File: config.mk
export PLATFORM = sky130hd
export DESIGN_NAME = seq_div4
export DESIGN_NICKNAME = d
export VERILOG_FILES = /design/src/rtl/arith_pkg.sv /design/src/rtl/div_trial_sub.sv /design/src/rtl/seq_div4.sv
export SDC_FILE = /design/constraint.sdc
export NUM_CORES = 1
export LEC_CHECK = 0
export BUFFER_PORTS_ARGS = -buffer_cell sky130_fd_sc_hd__buf_2
export CORE_MARGIN = 3
export CORE_UTILIZATION = 59
export CTS_CLUSTER_SIZE = 40
export DETAILED_ROUTE_END_ITERATION = 10
export PLACE_DENSITY_LB_ADDON = 0.3
export SETUP_SLACK_MARGIN = 0.2
export SYNTH_ARGS = -nofsm -noshare
export SYNTH_HDL_FRONTEND = slang
export SYNTH_HIERARCHICAL = 1
export SYNTH_SLANG_ARGS = --single-unit
export TNS_END_PERCENT = 1
File: constraint.sdc
create_clock -name clk -period 4.8 [get_ports clk]
set_input_delay 0.24 -clock clk [delete_from_list [all_inputs] [get_ports clk]]
set_output_delay 0.24 -clock clk [all_outputs]
set_load 0.1 [all_outputs]
File: src/rtl/arith_pkg.sv
// Shared types and sizing helpers for the arithmetic lab datapath.
package arith_pkg;

    typedef enum logic [1:0] {
        IDLE = 2'd0,
        CALC = 2'd1,
        DONE = 2'd2
    } div_state_t;

    localparam int DIV_WIDTH_DEFAULT = 4;
    localparam int DIV_CNT_W         = $clog2(DIV_WIDTH_DEFAULT + 1);

    // Step counter must hold the values 0..width.
    function automatic int div_cnt_w(input int width);
        return $clog2(width + 1);
    endfunction

endpackage

File: src/rtl/div_trial_sub.sv
// Trial subtract for the restoring divider: t = r_shift - {0,d} as a two's-complement add.
// Purely combinational, zero latency; no flow control.
// Always ready; the result is valid whenever its inputs are.
module div_trial_sub #(
    parameter int WIDTH = 4
) (
    input  logic [WIDTH:0]   r_shift,
    input  logic [WIDTH-1:0] d,
    output logic [WIDTH:0]   t,
    output logic             ge
);

    // Invert B and inject carry-in 1, matching the add/sub unit in subtract mode.
    assign t  = r_shift + ~{1'b0, d} + {{WIDTH{1'b0}}, 1'b1};
    assign ge = ~t[WIDTH];

endmodule

File: src/rtl/seq_div4.sv
// Iterative unsigned restoring divider, one shift/trial-subtract step per clock.
// Latency: WIDTH+1 cycles from accepted start to done; divide-by-zero finishes in 1 cycle.
// start is ignored while busy; a start during the done cycle is accepted back-to-back.
module seq_div4
    import arith_pkg::*;
#(
    parameter int WIDTH = 4
) (
    input  logic             clk,
    input  logic             rst_n,
    input  logic             start,
    input  logic [WIDTH-1:0] dividend,
    input  logic [WIDTH-1:0] divisor,
    output logic             busy,
    output logic             done,
    output logic [WIDTH-1:0] quotient,
    output logic [WIDTH-1:0] remainder,
    output logic             div_by_zero
);

    localparam int CNT_W = div_cnt_w(WIDTH);

    div_state_t       state_q;
    div_state_t       state_d;
    logic [WIDTH-1:0] d_q;
    logic [WIDTH-1:0] q_q;
    // Partial remainder never exceeds the divisor, so WIDTH bits hold it;
    // the extra bit only exists in the shifted trial value.
    logic [WIDTH-1:0] r_q;
    logic [CNT_W-1:0] cnt_q;

    logic [WIDTH:0]   r_shift;
    logic [WIDTH:0]   t;
    logic             ge;
    logic [WIDTH-1:0] r_step;
    logic [WIDTH-1:0] q_step;
    logic             last_step;
    logic             accept;

    assign r_shift   = {r_q, q_q[WIDTH-1]};
    assign r_step    = ge ? t[WIDTH-1:0] : r_shift[WIDTH-1:0];
    assign q_step    = {q_q[WIDTH-2:0], ge};
    assign last_step = (cnt_q == CNT_W'(WIDTH - 1));
    assign accept    = start && (state_q != CALC);

    div_trial_sub #(
        .WIDTH (WIDTH)
    ) u_trial_sub (
        .r_shift (r_shift),
        .d       (d_q),
        .t       (t),
        .ge      (ge)
    );

    always_ff @(posedge clk or negedge rst_n) begin
        if (!rst_n) begin
            state_q <= IDLE;
        end else begin
            state_q <= state_d;
        end
    end

    always_comb begin
        state_d = state_q;
        busy    = 1'b0;
        done    = 1'b0;
        case (state_q)
            IDLE, DONE: begin
                done    = (state_q == DONE);
                state_d = IDLE;
                if (accept) begin
                    state_d = (divisor == '0) ? DONE : CALC;
                end
            end
            CALC: begin
                busy = 1'b1;
                if (last_step) begin
                    state_d = DONE;
                end
            end
            default: state_d = IDLE;
        endcase
    end

    always_ff @(posedge clk or negedge rst_n) begin
        if (!rst_n) begin
            d_q         <= '0;
            q_q         <= '0;
            r_q         <= '0;
            cnt_q       <= '0;
            quotient    <= '0;
            remainder   <= '0;
            div_by_zero <= 1'b0;
        end else if (accept) begin
            d_q         <= divisor;
            q_q         <= dividend;
            r_q         <= '0;
            cnt_q       <= '0;
            div_by_zero <= (divisor == '0);
            if (divisor == '0) begin
                quotient  <= '1;
                remainder <= dividend;
            end
        end else if (state_q == CALC) begin
            r_q   <= r_step;
            q_q   <= q_step;
            cnt_q <= cnt_q + CNT_W'(1);
            if (last_step) begin
                quotient  <= q_step;
                remainder <= r_step;
            end
        end
    end

endmodule

==> flow_summary.rst <==
.. list-table::
   :header-rows: 1

   * - Metric
     - Value
   * - Run status
     - complete, no violations
   * - Clock buffer count from CTS
     - 3
   * - Floorplan core area
     - roughly 0.0020 mm^2
   * - Cell Rows
     - 16
   * - Smallest setup slack after layout
     - 2.37 ns
   * - Reg-to-reg endpoint
     - remainder[3]
   * - Pin count of the biggest net entering global routing
     - 27
   * - FMAX
     - slightly above 400 MHz
   * - Setup crit start kind
     - register
   * - Clock tree buffer depth
     - 2
   * - Peak fanout along the critical path
     - 6
   * - Antenna violations before repair
     - 0
   * - Wire length of the first global-routing pass
     - 4330 um
   * - Leading cell types in the layout, fill and taps excluded
     - 26 x dfrtp_1, 21 x buf_2, 13 x nand2_1, 13 x o21ai_0
   * - Sink of the worst hold path
     - d_q[3]
   * - Total number of clock tree sinks
     - 26
   * - GR Overflow Total
     - 0
   * - Final Net Count
     - 164
   * - Worst-Skew Late Latency
     - 0.31 ns
   * - Worst hold path startpoint
     - divisor[3]
   * - Vias after detailed routing
     - about 1,000
   * - Mean instance size in the synthesized netlist
     - approximately 10 um^2
   * - Final Max Tran Viols
     - 0
   * - Final-layout setup total negative slack
     - 0 ns
   * - GRT Overall Usage
     - between 20% and 30%
   * - Net count after synthesis
     - 143
   * - Register-to-register setup slack
     - roughly 2.4 ns
   * - Final Instance Area
     - roughly 0.0015 mm^2
   * - Number of standard cells after synthesis
     - 125
   * - WP buf/inv
     - 2
   * - Vias in the first global route
     - between 900 and 1,000
   * - Worst rel slew slack
     - between 50% and 60%
   * - Data arrival, critical path
     - around 2.7 ns
   * - Final core occ
     - 72.5%
   * - Portion of the clock cycle consumed by the worst path in the final layout
     - approximately half
   * - Post-Place Worst Slack
     - between 2 and 2.5 ns
   * - Setup fix buffers added after clock tree synthesis
     - 0
   * - Final Hold Viols
     - 0
   * - Die ar.
     - between 0.002 and 0.003 mm^2
   * - Cts-stage hold buffer count
     - 1
   * - Port Buffers
     - 21
   * - Hold/Removal Path Class
     - in -> reg
   * - Crit path capture type
     - register
   * - Worst-Margin Slew
     - 0.741 ns
   * - Initial drt markers
     - 24
   * - Syn. warnings
     - 6
   * - Worst path most repeated cell
     - inv_1
   * - Layout cells sized above 1
     - about a quarter
   * - WP data required
     - around 5.0 ns
   * - Worst hold path depth
     - 2
   * - Clock transition at the registers of the reported paths
     - ~0.13 ns
   * - Slowest CP cell
     - dfrtp_1
   * - Total Routed Length
     - 2530 um
   * - Clock Tree Root
     - clkbuf_4
   * - Layout filler cell count
     - 150
   * - Sequence of cells on the critical path
     - inv_1, ha_1, inv_1, fa_1, a21o_1, a21oi_2, xnor2_1, mux2i_1, nand2_1, o221a_2
   * - Weighted congestion at the end of routability-driven global placement
     - between 0.9 and 1
   * - Post-cts resize count
     - 0
   * - I/O pin count
     - 22
   * - Die width
     - 53.1 um
   * - Diodes inserted
     - 0
   * - Layout overhead on the synthesized area
     - 12.2%
   * - Unrepaired setup endpoints after global routing
     - false
   * - Setup Viol. Count Final
     - 0
   * - Clock tree from TritonCTS
     - yes
   * - Most common cell after layout, fill and taps aside
     - dfrtp_1
   * - R2R cell count
     - 10
   * - Worst r2r src
     - q_q[3]
   * - Vert. Die Dim
     - roughly 53 um
   * - Post-layout minimum cycle time
     - 2.43 ns
   * - Drt via density
     - 5.84
   * - Synthesized area
     - around 0.0013 mm^2
   * - Effective utilization at floorplan
     - 64.7%
   * - Post-DP Area
     - around 0.0014 mm^2
   * - Count of TritonRoute iterations in the first routing pass
     - 5
   * - Per-cell routed wire length
     - 14.7 um
   * - Worst Skew
     - about 0.0022 ns
   * - # H-tree levels
     - 1
   * - Kind of cell adding the most delay to the critical path
     - adder cells
   * - Number of maximum-capacitance constraint violations
     - 0
   * - Antenna Nets Post-Route
     - 0
   * - Setup CP Type
     - reg -> reg
   * - Post-route DRC violation count
     - 0
   * - Critical Path Max Stage Delay
     - roughly 0.41 ns
[layout make-up]
type                    instances  area (um^2)  area share [%]
clock buffers                   4         36.3            2.47
inverters                       9         33.8            2.30
multi-input cells              84          597            40.7
flip-flops and latches         26          651            44.4
well taps                      27         33.8            2.30
repair buffers                 22          115            7.85
[per-layer routing]
| metal | GRT usage [%] | part of all wire [%] |
|---|---|---|
| met1 | 30.0 | 45 |
| met2 | 33.7 | 48 |
| met3 | 2.82 | 5.1 |
| met4 | 9.79 | 2.3 |
| met5 | 0 | 0 |
[worst max-delay path by stage]
stage                      start           end  slack [ns]  cells after the start
after floorplan           q_q[3]  remainder[3]        2.55                     11
after detailed placement  q_q[3]  remainder[3]        2.41                     10
after global routing      q_q[3]  remainder[3]        2.22                     10
after CTS                 q_q[3]  remainder[3]        2.38                     10
after global placement    q_q[3]  remainder[1]        2.49                     10
final                     q_q[3]  remainder[3]        2.37                     10
[per-stage QoR]
step / std cells / hold WS [ns]
after floorplan: 125 / -0.0556
after global placement: 167 / 0.261
after detailed placement: 167 / 0.261
after CTS: 172 / 0.172
after global routing: 172 / 0.174
final: 172 / 0.184
[sequential cells by signal, summed over array words and instances, names as in the netlist]
name	cells
cnt_q	3
div_by_zero	1
remainder	4
quotient	4
state_q	2
d_q	4
q_q	4
r_q	4
Power is not shown: default switching activity piles up to over one toggle a cycle in this logic, so the estimate is an artifact.
